**config.mk**
```make
export PLATFORM = sky130hd
export DESIGN_NAME = ram_port_arbiter
export DESIGN_NICKNAME = d
export VERILOG_FILES = /design/src/rtl/ram_ctrl_pkg.sv /design/src/rtl/ram_pwr_seq.sv /design/src/rtl/ram_port_arbiter.sv
export SDC_FILE = /design/constraint.sdc
export NUM_CORES = 1
export LEC_CHECK = 0
export ABC_AREA = 1
export ABC_CLOCK_PERIOD_IN_PS = 2000
export BUFFER_PORTS_ARGS = -buffer_cell sky130_fd_sc_hd__clkbuf_2
export CORE_AREA = 2 2 111 86
export CTS_CLUSTER_DIAMETER = 50
export DETAILED_ROUTE_END_ITERATION = 8
export DIE_AREA = 0 0 113 88
export HOLD_SLACK_MARGIN = 0.1
export PLACE_DENSITY = 0.86
export SETUP_SLACK_MARGIN = 0.15
export SYNTH_ARGS = -nofsm -noshare
export SYNTH_HDL_FRONTEND = slang
export SYNTH_SLANG_ARGS = --single-unit
```
**constraint.sdc**
```tcl
create_clock -name CLK -period 2 [get_ports CLK]
set_input_delay 0.4 -clock CLK [delete_from_list [all_inputs] [get_ports CLK]]
set_output_delay 0.4 -clock CLK [all_outputs]
set_load 0.1 [all_outputs]
```
**src/rtl/ram_ctrl_pkg.sv**
```systemverilog
// ram_ctrl_pkg: shared power-state type, RAM mode encodings and default widths for the RAM port arbiter.
package ram_ctrl_pkg;
  typedef enum logic [1:0] {RUN, SLEEP, WAKE} pwr_state_e;
  localparam logic [1:0] MODE_X32 = 2'b00;
  localparam logic [1:0] MODE_X16 = 2'b01;
  localparam logic [1:0] MODE_X8  = 2'b10;
  localparam logic FMODE_RAM = 1'b0;
  localparam int DEF_ADDR_W = 11;
  localparam int DEF_DATA_W = 32;
endpackage

```
**src/rtl/ram_pwr_seq.sv**
```systemverilog
// ram_pwr_seq: idle/wake counters and RUN/SLEEP/WAKE state machine gating arbiter grants.
module ram_pwr_seq
  import ram_ctrl_pkg::*;
#(
  parameter int IDLE_CYCLES = 16,
  parameter int WAKE_CYCLES = 2
) (
  input  logic clk,
  input  logic rst_n,
  input  logic any_req,
  output logic grant_allow,
  output logic powerdn,
  output logic sleeping
);
  localparam int IW = $clog2(IDLE_CYCLES + 2);
  localparam int WW = $clog2(WAKE_CYCLES + 2);
  pwr_state_e state_q, state_d;
  logic [IW-1:0] idle_q, idle_d;
  logic [WW-1:0] wake_q, wake_d;
  logic pd_q;
  always_comb begin
    state_d = state_q;
    idle_d  = '0;
    wake_d  = '0;
    case (state_q)
      RUN: begin
        idle_d = any_req ? '0 : idle_q + 1'b1;
        // a request in the expiring cycle wins over going to sleep
        if (!any_req && IDLE_CYCLES != 0 && int'(idle_q) + 1 == IDLE_CYCLES) state_d = SLEEP;
      end
      SLEEP: state_d = any_req ? WAKE : SLEEP;
      WAKE: begin
        wake_d  = wake_q + 1'b1;
        state_d = (int'(wake_q) + 1 >= WAKE_CYCLES) ? RUN : WAKE;
      end
      default: state_d = RUN;
    endcase
  end
  always_ff @(posedge clk or negedge rst_n) begin
    if (!rst_n) begin
      state_q <= RUN;
      idle_q  <= '0;
      wake_q  <= '0;
      pd_q    <= 1'b0;
    end else begin
      state_q <= state_d;
      idle_q  <= idle_d;
      wake_q  <= wake_d;
      pd_q    <= state_d == SLEEP;
    end
  end
  assign grant_allow = state_q == RUN;
  assign powerdn     = pd_q;
  assign sleeping    = pd_q;
endmodule

```
**src/rtl/ram_port_arbiter.sv**
```systemverilog
// ram_port_arbiter: round-robin sharing of one simple RAM between requesters A and B,
// with a registered command stage, read-data routing and power-down sequencing.
module ram_port_arbiter
  import ram_ctrl_pkg::*;
#(
  parameter int ADDR_W      = DEF_ADDR_W,
  parameter int DATA_W      = DEF_DATA_W,
  parameter int IDLE_CYCLES = 16,
  parameter int WAKE_CYCLES = 2
) (
  input  logic              CLK,
  input  logic              RESET_N,
  input  logic              A_REQ,
  input  logic              A_WE,
  input  logic [ADDR_W-1:0] A_ADDR,
  input  logic [DATA_W-1:0] A_WDATA,
  output logic              A_GNT,
  output logic              A_RVALID,
  output logic [DATA_W-1:0] A_RDATA,
  input  logic              B_REQ,
  input  logic              B_WE,
  input  logic [ADDR_W-1:0] B_ADDR,
  input  logic [DATA_W-1:0] B_WDATA,
  output logic              B_GNT,
  output logic              B_RVALID,
  output logic [DATA_W-1:0] B_RDATA,
  output logic [ADDR_W-1:0] RAM_RADDR,
  output logic              RAM_REN,
  output logic [ADDR_W-1:0] RAM_WADDR,
  output logic              RAM_WEN,
  output logic [DATA_W-1:0] RAM_WDATA,
  input  logic [DATA_W-1:0] RAM_RDATA,
  output logic              RAM_POWERDN,
  output logic              SLEEPING,
  output logic [1:0]        RAM_RMODE,
  output logic [1:0]        RAM_WMODE,
  output logic              RAM_FMODE,
  output logic              RAM_FFLUSH,
  output logic              RAM_ENDIAN
);
  logic allow, gnt, sel_we;
  logic prio_q, prio_d, ren_q, ren_d, wen_q, wen_d, rsrc_q, rsrc_d;
  logic a_rvalid_q, a_rvalid_d, b_rvalid_q, b_rvalid_d;
  logic [ADDR_W-1:0] sel_addr, raddr_q, raddr_d, waddr_q, waddr_d;
  logic [DATA_W-1:0] sel_wdata, wdata_q, wdata_d;
  ram_pwr_seq #(.IDLE_CYCLES(IDLE_CYCLES), .WAKE_CYCLES(WAKE_CYCLES)) u_pwr (
    .clk(CLK),
    .rst_n(RESET_N),
    .any_req(A_REQ || B_REQ),
    .grant_allow(allow),
    .powerdn(RAM_POWERDN),
    .sleeping(SLEEPING)
  );
  // prio_q = 1 favours B; it flips only when a grant is issued
  always_comb begin
    A_GNT      = allow && A_REQ && (!B_REQ || !prio_q);
    B_GNT      = allow && B_REQ && (!A_REQ || prio_q);
    gnt        = A_GNT || B_GNT;
    sel_we     = B_GNT ? B_WE : A_WE;
    sel_addr   = B_GNT ? B_ADDR : A_ADDR;
    sel_wdata  = B_GNT ? B_WDATA : A_WDATA;
    prio_d     = gnt ? A_GNT : prio_q;
    ren_d      = gnt && !sel_we;
    wen_d      = gnt && sel_we;
    raddr_d    = ren_d ? sel_addr : raddr_q;
    waddr_d    = wen_d ? sel_addr : waddr_q;
    wdata_d    = wen_d ? sel_wdata : wdata_q;
    rsrc_d     = ren_d ? B_GNT : rsrc_q;
    a_rvalid_d = ren_q && !rsrc_q;
    b_rvalid_d = ren_q && rsrc_q;
  end
  always_ff @(posedge CLK or negedge RESET_N) begin
    if (!RESET_N) begin
      prio_q     <= 1'b0;
      ren_q      <= 1'b0;
      wen_q      <= 1'b0;
      raddr_q    <= '0;
      waddr_q    <= '0;
      wdata_q    <= '0;
      rsrc_q     <= 1'b0;
      a_rvalid_q <= 1'b0;
      b_rvalid_q <= 1'b0;
    end else begin
      prio_q     <= prio_d;
      ren_q      <= ren_d;
      wen_q      <= wen_d;
      raddr_q    <= raddr_d;
      waddr_q    <= waddr_d;
      wdata_q    <= wdata_d;
      rsrc_q     <= rsrc_d;
      a_rvalid_q <= a_rvalid_d;
      b_rvalid_q <= b_rvalid_d;
    end
  end
  assign RAM_REN    = ren_q;
  assign RAM_WEN    = wen_q;
  assign RAM_RADDR  = raddr_q;
  assign RAM_WADDR  = waddr_q;
  assign RAM_WDATA  = wdata_q;
  assign A_RVALID   = a_rvalid_q;
  assign B_RVALID   = b_rvalid_q;
  assign A_RDATA    = RAM_RDATA;
  assign B_RDATA    = RAM_RDATA;
  assign RAM_RMODE  = MODE_X32;
  assign RAM_WMODE  = MODE_X32;
  assign RAM_FMODE  = FMODE_RAM;
  assign RAM_FFLUSH = 1'b0;
  assign RAM_ENDIAN = 1'b0;
endmodule

```
Word-level counts from Yosys, hierarchy flattened
Cells that the tools add are included.
{"block": "word_totals", "register_bits": 70, "input_bits": 124, "word_cells": 52, "out_inout_bits": 133}
{"block": "classes", "n_eq_ne": 4, "mux": 10, "add_sub_neg": 4, "magnitude_cmp": 1, "reduce_logical": 20}
{"cell": "$eq 32x6->1 const B", "count": 1}
{"cell": "$ge 32x3->1 const B", "count": 1}
{"cell": "$mux 32", "count": 1}
{"cell": "$mux 11", "count": 1}
{"cell": "$mux 5", "count": 2}
{"cell": "$logic_and 1x1->1", "count": 9}
{"cell": "$mux 2", "count": 4}
{"cell": "$add 5x1->6 const B", "count": 1}
{"cell": "$logic_not 1->1", "count": 6}
{"cell": "$pmux 2 s3", "count": 1}
{"cell": "$add 5x1->5 const B", "count": 1}
{"cell": "$eq 2x1->1 const B", "count": 2}
{"cell": "$logic_or 1x1->1", "count": 4}
{"cell": "$add 2x1->3 const B", "count": 1}
{"cell": "$add 2x1->2 const B", "count": 1}
{"cell": "$eq 2x2->1 const B", "count": 1}
{"cell": "$logic_not 2->1", "count": 1}
{"cell": "$mux 1", "count": 1}

Logic depth before layout (Yosys ltp)
Gate-level depths: netlist of run 1.
{"block": "logic_depth", "depth_word": 6, "depth_mapped": 8, "depth_no_buf": 8}

Hierarchy
Synthesis of run 1 repeated with hierarchy kept, for this count alone.
{"block": "hier_totals", "cells_unflattened": 535, "hier_area_um2": 4130.2}
{"mod": "ram_port_arbiter", "seq_area_each_um2": 1501.4, "instances": 1, "area_per_inst_um2": 3636.0, "cells_per_inst": 480}
{"mod": "ram_pwr_seq", "seq_area_each_um2": 250.2, "instances": 1, "area_per_inst_um2": 494.2, "cells_per_inst": 55}

Worst setup path after synthesis of run 1
OpenSTA, ideal clock, no wires.
{"block": "synth_timing", "path_kind": "register to output", "start": "register u_pwr.state_q[1]", "end": "output port A_GNT", "t_required_ns": 1.600, "stages_incl_launch_ff": 6, "path_slack_ns": -0.018, "path_buffers": 2, "arrival_time_ns": 1.618, "path_cell_list": "dfrtp_1 -> nor2_4 -> buf_4 -> buf_2 -> nand3_1 -> inv_1"}
{"block": "synth_between", "elab_chain_cells": 3}
{"item": "from (decl)", "line_no": "ram_pwr_seq.sv:17", "source": "pwr_state_e state_q, state_d;"}
{"item": "from (signal assigned)", "line_no": "ram_pwr_seq.sv:46", "source": "state_q <= state_d;"}
{"item": "$logic_not 2->1", "line_no": "ram_pwr_seq.sv:52", "source": "assign grant_allow = state_q == RUN;"}
{"item": "$logic_and 1x1->1 (2 in series)", "line_no": "ram_port_arbiter.sv:56", "source": "A_GNT = allow && A_REQ && (!B_REQ || !prio_q);"}
{"item": "to (decl)", "line_no": "ram_port_arbiter.sv:17", "source": "output logic A_GNT,"}
Every way passes these cells.

Worst setup path after layout of run 1
{"block": "layout_timing", "start": "register u_pwr.state_q[0]", "end": "output port B_GNT"}
{"block": "layout_between", "elab_chain_cells": 3}
{"item": "$logic_not 2->1", "line_no": "ram_pwr_seq.sv:52"}
{"item": "$logic_and 1x1->1 (2 in series)", "line_no": "ram_port_arbiter.sv:57", "source": "B_GNT = allow && B_REQ && (!A_REQ || prio_q);"}
{"item": "to (decl)", "line_no": "ram_port_arbiter.sv:24", "source": "output logic B_GNT,"}
Every way passes these cells.

==> results of run 1 <==
[metal layers]
layer / part of all wire, % / wire [µm] / vias to the layer above
li1: - / - / 1790
met1: 42 / 4390 / 1721
met2: 50 / 5220 / 169
met3: 7.2 / 756 / 24
met4: 1.3 / 136 / 0
met5: 0 / 0 / -
[critical path, cell delays in order, from the launching register on]
cell,delay [ns]
dfrtp_1,0.42
nor2_4,0.19
nand3_4,0.13
clkinvlp_4,0.14
buf_12,0.18
[power groups by stage]
stage          Combinational, mW  Clock [mW]  Sequential (mW)
2_1_floorplan               1.12           0             3.29
3_3_place_gp                2.48           0             1.78
3_5_place_dp                2.52           0             1.79
4_1_cts                     2.52        1.44             1.77
5_1_grt                     2.63        1.49             1.79
6_report                    2.51        1.39             1.77
[synthesized netlist by cell type (all sizes together) (2+ instances only)]
cell type / instances / area [µm²]
buf: 97 / 694
inv: 20 / 75.1
nor2: 12 / 60.1
nand4: 2 / 12.5
dfrtp: 70 / 1750
clkbuf: 4 / 15.0
nand2: 219 / 827
nand3: 107 / 568
ha: 3 / 37.5
[cell families after synthesis]
kind of cell    Yosys count
other cells               1
fa+ha+maj                 3
simple gates            341
flops                    70
compound gates            4
buf+inv                 121
[registers in the layout, indices dropped and copies added (netlist names)]
| name | cells |
|---|---|
| A_RVALID | 1 |
| B_RVALID | 1 |
| RAM_RADDR | 11 |
| RAM_REN | 1 |
| RAM_WADDR | 11 |
| RAM_WDATA | 32 |
| RAM_WEN | 1 |
| prio_q | 1 |
| rsrc_q | 1 |
| u_pwr.idle_q | 5 |
| u_pwr.powerdn | 1 |
| u_pwr.state_q | 2 |
| u_pwr.wake_q | 2 |
[how the worst max path moves through the flow]
stage | start | to | slack (ns) | cells past startpoint
6_report | u_pwr.state_q[0]$_DFF_PN0_ | B_GNT | 0.22 | 4
5_1_grt | u_pwr.state_q[0]$_DFF_PN0_ | B_GNT | 0.17 | 4
4_1_cts | u_pwr.state_q[0]$_DFF_PN0_ | A_GNT | 0.18 | 4
3_5_place_dp | A_REQ | RAM_WDATA[15]$_DFFE_PN0P_ | 0.31 | 8
3_3_place_gp | A_REQ | RAM_WDATA[24]$_DFFE_PN0P_ | 0.36 | 8
2_1_floorplan | u_pwr.state_q[1]$_DFF_PN0_ | B_GNT | 0.17 | 4
[cell usage in the layout (no fill, tap or decap), types with 3 or more instances in the layout]
cell type  netlist  routed
nand2_1        217     217
dfrtp_1         70      70
clkbuf_2         0     150
buf_12           0       4
inv_1           20      18
nand3_2          4       5
conb_1           1       7
nand3_1        102     101
buf_4           81      14
nor2_1          10      10
clkbuf_16        0       9
ha_1             3       3
[timing repair]
action                                  in CTS  in global routing
buffers inserted                             2                  0
hold endpoints to repair                    31                  0
endpoints found under the setup margin       2                  1
pin swaps                                    1                  0
hold buffers                                 1                  0
gates resized for setup                      0                  1
[cell type report]
class                   count  area (µm²)  share of cell area [%]
flip-flops and latches     70        1750                    36.9
clock buffers              12         246                    5.20
inverters                  20        82.6                    1.74
repair buffers            169         946                    19.9
clock inverters             2        10.0                   0.211
well taps                 112         140                    2.95
multi-input cells         355        1570                    33.0
==> results.cfg, run 1 <==
[outcome]
status = complete, but fails checks
violations = DRC

[synthesis]
synth-xor-area-share_pct = 0
yosysUniqueCellTypes = 21
synthSimpleGateAreaFrac_pct = 36.1
synth-seq-area-share_pct = 43.0
synth_top_family_by_area = simple AND/OR/NAND/NOR gates
syn_area_um2 = 4080
synth_edf_count = 0
synth_warnings = 0
synthAdderAreaFrac_pct = 0.921
yosys_register_bits = 70
syn_avg_cell_area_um2 = 7.55
synth-compound-area-share_pct = 0.614
synthFlopType = dfrtp_1
synthCells = 540
async_flop_share_pct = 100
muxShareOfSynthArea_pct = 0

[global_route]
gr-total-overflow = 0
grt_pass1_wl_mm = 16.6
antenna_found_initial = 0
use_met2_pct = 37.3
grt_use_total_pct = 20.9
use_met1_pct = 25.4
grt_pass1_vias = 3554
use_met3_pct = 5.33
grt_max_degree = 40
busiest_layer = met2

[pwr]
combPwrFrac_pct = 44.3
power.switching_mw = 2.79
clkPwrFrac_pct = 24.5
power_mw = 5.66
powerDensity_nw_per_um2 = 1190
p_leak_nw = 2.84
sequentialPowerShare_pct = 31.2
power.share.switching_pct = 49.2
p_int_mw = 2.88
vdd_ir_drop_max_uv = 611

[timing]
finalCriticalPeriod_ns = 1.78
setup_viol = 0
min_period_over_period_pct = 89.1
finalHoldViolCount = 0
max-slew-margin-rel_pct = 62.4
hold_ws_ns = 0.391
max_freq_mhz = 561
setup-tns-final_ns = 0
rsz0062_at_grt = no
fin_skew_ns = 0.00453
drv_slew = 0
final.setup.worst_slack_ns = 0.218
worst_slew_pin_slew_ns = 0.567

[finish]
fin_util_pct = 53.5
area.growth.synth_to_final_pct = 16.4
drive_gt1_share_pct = 30.6
num_antenna_cells = 0
finalInstanceArea_um2 = 4740
fillerInstances = 836
layout.nets = 752
finalNonFillerCells = 740

[detailed_routing]
first_pass_iters = 7
drtIter0Drc = 268
ant_nets = 0
drc = 10
viasPerCell = 5.01
vias = 3704
drt_wl_total_mm = 10.5
wire_per_inst_um = 14.2

[worst_setup_path]
cp-end-kind = primary output
reg2regPathDepth = 7
critPathKind = reg2out
cp.arrival_ns = 1.38
r2r-start = u_pwr.state_q[0]$_DFF_PN0_
crit_required_ns = 1.60
reg2reg_slack_ns = 0.33
cp-start-kind = flip-flop
critPathMaxFanout = 5
rr_endpoint = RAM_WDATA[15]$_DFFE_PN0P_

[floorplan]
dieHeight_um = 88
coreArea_um2 = 8860
placement_rows = 30
initial_utilization_pct = 46.0
die_x_um = 113
design.die.area_um2 = 9940
io_pins = 257

[hold_path]
hold_depth = 5
hold_path_startpoint = A_WDATA[11]
hold_end = RAM_WDATA[11]$_DFFE_PN0P_
hold_path_class = in2reg

[place]
io_buffers = 153
dpl.hpwl_mm = 7.68
gp_congestion = 0.811
dp.cells = 723
preCtsSetupSlack_ns = 0.313
placed_area_um2 = 4460

[clocking]
clk_pin_slew_ns = 0.05
cts.sinks = 70
cts_tree = built
cts_htree_levels = 3
cts.path.max_buffers = 2
clkLatencyLatePin_ns = 0.32
cts_buffers = 9
cts_root_buf = clkbuf_16

[run]
maxCapViolations = 0
No activity file was read; power rests on OpenSTA's default activity.
==> run 2: changes to the inputs <==
==> constraint.sdc (replaced) <==
create_clock -name CLK -period 2 [get_ports CLK]
set_input_delay 0.3 -clock CLK [delete_from_list [all_inputs] [get_ports CLK]]
set_output_delay 0.3 -clock CLK [all_outputs]
set_load 0.1 [all_outputs]
==> run 2 against run 1 <==
  * The run still ends with DRC left
  * Via count decreased by 1.1%
  * Global-route usage decreased by 0.54 points
  * Cell area about the same
  * Sequential share of layout area about the same
  * Worst setup slack improved by 0.012 ns
  * Utilization about the same
  * Sequential cell count unchanged
  * Critical path depth increased by 1
  * Combinational power about the same
  * Maximum frequency increased by 0.69%
  * Clock-buffer cell count decreased by 1
  * Total power increased by 2.0%
==> results.cfg, run 2 (synthesis gave the netlist of run 1 again) <==
[place]
io_buffers = 153
dp.cells = 722
preCtsSetupSlack_ns = 0.318
gp_congestion = 0.823
dpl.hpwl_mm = 7.65
placed_area_um2 = 4450

[detailed_routing]
viasPerCell = 4.96
drt_wl_total_mm = 10.3
wire_per_inst_um = 13.9
ant_nets = 0
first_pass_iters = 6
drc = 11
drtIter0Drc = 237
vias = 3663

[pwr]
sequentialPowerShare_pct = 30.5
powerDensity_nw_per_um2 = 1220
clkPwrFrac_pct = 26.1
power.share.switching_pct = 48.4
combPwrFrac_pct = 43.4
vdd_ir_drop_max_uv = 590
power.switching_mw = 2.80
p_leak_nw = 2.84
p_int_mw = 2.98

[finish]
layout.nets = 749
fin_util_pct = 53.5
num_antenna_cells = 0
final_common_cell = nand2_1
multi_input_area_um2 = 1560
layout.area.seq_um2 = 1750
drive_gt1_share_pct = 30.5
largest_reg_flops = 32
fillerInstances = 862
finalNonFillerCells = 739
area.growth.synth_to_final_pct = 16.3
finalInstanceArea_um2 = 4740
final_cell_mix = nand2_1, clkbuf_2, nand3_1, dfrtp_1, inv_1

[clocking]
cts_htree_levels = 3
cts_tree = built
cts.path.max_buffers = 2
cts_hold_buf = 0
cts_buffers = 9
clk_pin_slew_ns = 0.05
clkLatencyLatePin_ns = 0.32
cts.sinks = 70
cts_root_buf = clkbuf_16

[timing]
setup_viol = 0
fin_skew_ns = 0.00707
drv_slew = 0
min_period_over_period_pct = 88.5
max_freq_mhz = 565
final.setup.worst_slack_ns = 0.230
setup-tns-final_ns = 0
max-slew-margin-rel_pct = 41.9
rsz0062_at_grt = no
finalCriticalPeriod_ns = 1.77
finalHoldViolCount = 0
worst_slew_pin_slew_ns = 0.872

[worst_setup_path]
critical_path_depth = 5
cp-end-kind = primary output
slowest_delay_ns = 0.42
critPathMaxFanout = 25
reg2regPathDepth = 7
path_buf_inv = 3
cp-start-kind = flip-flop
cp_slowest_cell = dfrtp_1
critPathKind = reg2out
cp.arrival_ns = 1.47
crit_path_cell_trace = nor2_4 > nand3_4 > buf_6 > inv_1 > buf_12
crit_required_ns = 1.70
crit_family = buffers and inverters

[floorplan]
initial_utilization_pct = 46.0
placement_rows = 30
coreArea_um2 = 8860
design.die.area_um2 = 9940
die_x_um = 113
dieHeight_um = 88
io_pins = 257

[global_route]
gr-total-overflow = 0
grt_use_total_pct = 20.4
grt_pass1_wl_mm = 16.2
grt_pass1_vias = 3383
busiest_layer = met2
use_met3_pct = 7.27
use_met2_pct = 33.6
use_met1_pct = 25.9
antenna_found_initial = 0
grt_max_degree = 71

[hold_path]
hold_path_class = in2async

[run]
maxCapViolations = 0

[outcome]
violations = DRC
status = complete, but fails checks
run 2: changes by cell type in the layout (fill, tap and decap cells not counted), sizes merged:
| cell | before | now |
|---|---|---|
| bufinv | 0 | 1 |
| inv | 18 | 19 |
| clkbuf | 162 | 161 |
| dlygate4sd3 | 1 | 0 |
| clkinv | 2 | 4 |
| buf | 18 | 16 |
| clkinvlp | 2 | 1 |
run 2: cell type report:
| cell class | count | area share [%] |
|---|---|---|
| multi-input cells | 355 | 32.9 |
| well taps | 112 | 2.96 |
| flip-flops and latches | 70 | 37.0 |
| clock buffers | 11 | 4.91 |
| inverters | 20 | 1.66 |
| repair buffers | 166 | 19.5 |
| clock inverters | 5 | 1.06 |
run 2: metrics by stage:
step           power [mW]  hold WS [ns]
6_report             5.78        0.0941
2_1_floorplan        4.40       0.00441
3_3_place_gp         4.26         0.413
5_1_grt              6.03         0.184
4_1_cts              5.83         0.137
3_5_place_dp         4.30         0.448
run 2: metal layers:
| layer | up-vias | routed length [µm] | share of wire, % |
|---|---|---|---|
| met5 | - | 0 | 0 |
| met4 | 0 | 129 | 1.3 |
| met2 | 165 | 4930 | 48 |
| met1 | 1695 | 4320 | 42 |
| met3 | 14 | 910 | 8.8 |
| li1 | 1789 | - | - |
run 2: path summary, 6_finish.rpt:
kind	start	endpoint	slack (ns)
min	RESET_N	u_pwr.powerdn$_DFF_PN0_	0.09
min in group CLK	A_WDATA[8]	RAM_WDATA[8]$_DFFE_PN0P_	0.30
max reg2reg	u_pwr.state_q[0]$_DFF_PN0_	rsrc_q$_DFFE_PN0P_	0.32
max	u_pwr.state_q[0]$_DFF_PN0_	B_GNT	0.23
max in group asynchronous	RESET_N	u_pwr.state_q[1]$_DFF_PN0_	1.28
min reg2reg	u_pwr.wake_q[0]$_DFF_PN0_	u_pwr.wake_q[0]$_DFF_PN0_	0.46
run 2: power by group through the flow:
stage / clock network (mW) / logic, mW / registers (mW)
after floorplan: 0 / 1.12 / 3.29
after global placement: 0 / 2.48 / 1.78
after detailed placement: 0 / 2.52 / 1.78
after CTS: 1.54 / 2.52 / 1.76
after global routing: 1.62 / 2.63 / 1.78
final: 1.51 / 2.51 / 1.76
run 2: repair_timing:
action | CTS | global route
buffers inserted | 1 | 0
gates cloned | 0 | 0
endpoints found under the setup margin | 1 | 2
pin swaps | 1 | 0
resized for setup | 1 | 1
==> run 3: changes to the inputs <==
--- a/config.mk
+++ b/config.mk
@@ -13,7 +13,7 @@
 export DETAILED_ROUTE_END_ITERATION = 8
 export DIE_AREA = 0 0 113 88
 export HOLD_SLACK_MARGIN = 0.1
-export PLACE_DENSITY = 0.86
+export PLACE_DENSITY = 0.82
 export SETUP_SLACK_MARGIN = 0.15
 export SYNTH_ARGS = -nofsm -noshare
 export SYNTH_HDL_FRONTEND = slang
==> run 3 against run 2 <==
  * The run still ends with DRC left
  * Total power increased by 4.0%
  * Sequential share of layout area decreased by 1.7 points
  * Die area stayed put
  * First-iteration DRC count fell by 9.7%
  * Cell area up 4.9%
  * Global-route usage increased by 1.6 points
  * Routed wire length is 5.6% higher
  * Via count is 2.3% higher
  * Maximum frequency is 0.30% lower
  * Utilization up 2.6 points
  * Combinational power is 2% higher
==> results.cfg, run 3 (synthesis gave the netlist of run 1 again) <==
[timing]
setup-tns-final_ns = 0
max_freq_mhz = 563
finalCriticalPeriod_ns = 1.78
min_period_over_period_pct = 88.8
worst_slew_pin_slew_ns = 0.878
drv_slew = 0
final.setup.worst_slack_ns = 0.225
finalHoldViolCount = 0
hold_ws_ns = 0.0929
rsz0062_at_grt = yes
max-slew-margin-rel_pct = 41.5
fin_skew_ns = 0.00927
setup_viol = 0

[detailed_routing]
viasPerCell = 5.00
wire_per_inst_um = 14.5
ant_nets = 0
vias = 3748
drtIter0Drc = 214
drc = 11
first_pass_iters = 7
drt_wl_total_mm = 10.9

[floorplan]
io_pins = 257
dieHeight_um = 88
die_x_um = 113
design.die.area_um2 = 9940
placement_rows = 30
initial_utilization_pct = 46.0
coreArea_um2 = 8860

[run]
maxCapViolations = 0

[global_route]
grt_pass1_vias = 3550
antenna_found_initial = 0
grt_pass1_wl_mm = 17.2
grt_max_degree = 71
grt_use_total_pct = 22.0
gr-total-overflow = 0

[outcome]
status = complete, but fails checks
violations = DRC

[worst_setup_path]
rr_endpoint = RAM_RADDR[1]$_DFFE_PN0P_
crit_required_ns = 1.70
slowest_delay_ns = 0.45
cp.arrival_ns = 1.48
reg2reg_slack_ns = 0.25
critPathKind = reg2out
critPathMaxFanout = 5
cp-start-kind = flip-flop
reg2regPathDepth = 7
crit_path_cell_trace = nor2_4 > nand3_4 > buf_12 > inv_2 > buf_12
cp-end-kind = primary output
path_common_cell = buf_12
cp_slowest_cell = dfrtp_2
r2r-start = u_pwr.state_q[0]$_DFF_PN0_

[place]
gp_congestion = 0.826
preCtsSetupSlack_ns = 0.128
io_buffers = 153
dp.cells = 722
dpl.hpwl_mm = 7.58

[finish]
finalNonFillerCells = 749
area.growth.synth_to_final_pct = 22.0
largest_reg_flops = 32
layout.nets = 759
num_antenna_cells = 0
final_cell_mix = nand2_1, clkbuf_2, nand3_1, dfrtp_1, inv_1
fillerInstances = 832
final_common_cell = nand2_1
drive_gt1_share_pct = 32.2

[clocking]
cts.path.max_buffers = 2
cts_buffers = 9
clk_pin_slew_ns = 0.06
cts_tree = built
clkLatencyLatePin_ns = 0.32
cts.sinks = 70
cts_htree_levels = 3
cts_root_buf = clkbuf_16

[pwr]
powerDensity_nw_per_um2 = 1210
vdd_ir_drop_max_uv = 624
p_leak_nw = 2.96

[hold_path]
hold_path_class = in2async
==> run 3: cell count changes in the layout (fill, tap and decap cells not counted), sizes merged <==
cell      change
inv           +1
bufinv        +1
clkbuf        -2
clkinv        -2
buf           +7
clkinvlp      +2
bufbuf        +3
==> run 3: worst max-delay path by stage <==
stage          slack [ns]                  startpoint                        end  cells past startpoint
3_3_place_gp         0.29                       A_REQ  RAM_WDATA[25]$_DFFE_PN0P_                      9
3_5_place_dp         0.13  u_pwr.state_q[1]$_DFF_PN0_  RAM_WDATA[24]$_DFFE_PN0P_                      8
6_report             0.22  u_pwr.state_q[1]$_DFF_PN0_                      B_GNT                      5
5_1_grt              0.14  u_pwr.state_q[0]$_DFF_PN0_  RAM_RADDR[10]$_DFFE_PN0P_                      7
4_1_cts              0.13  u_pwr.state_q[0]$_DFF_PN0_                      A_GNT                      5
2_1_floorplan        0.18  u_pwr.state_q[1]$_DFF_PN0_                      B_GNT                      4
==> run 3: layout make-up <==
| class | count | area, µm² | share of cell area, % |
|---|---|---|---|
| Tap cell | 112 | 140 | 2.82 |
| Timing Repair Buffer | 176 | 1100 | 22.0 |
| Clock buffer | 9 | 225 | 4.53 |
| Clock inverter | 7 | 97.6 | 1.96 |
| Sequential cell | 70 | 1750 | 35.3 |
| Multi-Input combinational cell | 355 | 1580 | 31.8 |
| Inverter | 20 | 78.8 | 1.59 |
==> run 3: repair_timing <==
| item | CTS | global route |
|---|---|---|
| hold buffers | 0 | 0 |
| gates resized for setup | 6 | 5 |
| setup endpoints to repair | 25 | 47 |
| gates cloned | 3 | 0 |
| pin swaps | 2 | 2 |
| buffers inserted | 4 | 4 |
==> run 3: per-stage QoR <==
step / utilization [%] / cell area (µm²) / total power, mW
4_1_cts: 55.6 / 4920 / 6.04
3_5_place_dp: 50.2 / 4450 / 4.30
3_3_place_gp: 50.2 / 4450 / 4.26
6_report: 56.1 / 4970 / 6.01
5_1_grt: 56.1 / 4970 / 6.27
2_1_floorplan: - / 4100 / 4.40
==> run 3: report_power, final <==
| part | internal (mW) | leakage [nW] | switching, mW | total, mW |
|---|---|---|---|---|
| Combinational | 0.427 | 1.92 | 2.13 | 2.56 |
| Sequential | 1.63 | 0.890 | 0.137 | 1.77 |
| Clock | 1.09 | 0.152 | 0.588 | 1.68 |
| Total | 3.15 | 2.96 | 2.85 | 6.01 |
==> run 3: worst max-delay path, delay by kind of cell (launching register included) <==
| kind | cells | cell delay (ns) |
|---|---|---|
| DFF | 1 | 0.45 |
| and+or+nand+nor | 2 | 0.33 |
| buffers and inverters | 3 | 0.37 |
==> run 3: layer usage <==
| layer | vias to the layer above | part of all wire [%] | wire length (µm) | track usage [%] |
|---|---|---|---|---|
| met5 | - | 0 | 0 | 0 |
| met4 | 0 | 0.85 | 92 | 5.54 |
| met3 | 11 | 8.2 | 888 | 7.96 |
| met2 | 189 | 50 | 5470 | 37.7 |
| met1 | 1735 | 41 | 4410 | 26.9 |
| li1 | 1813 | - | - | - |
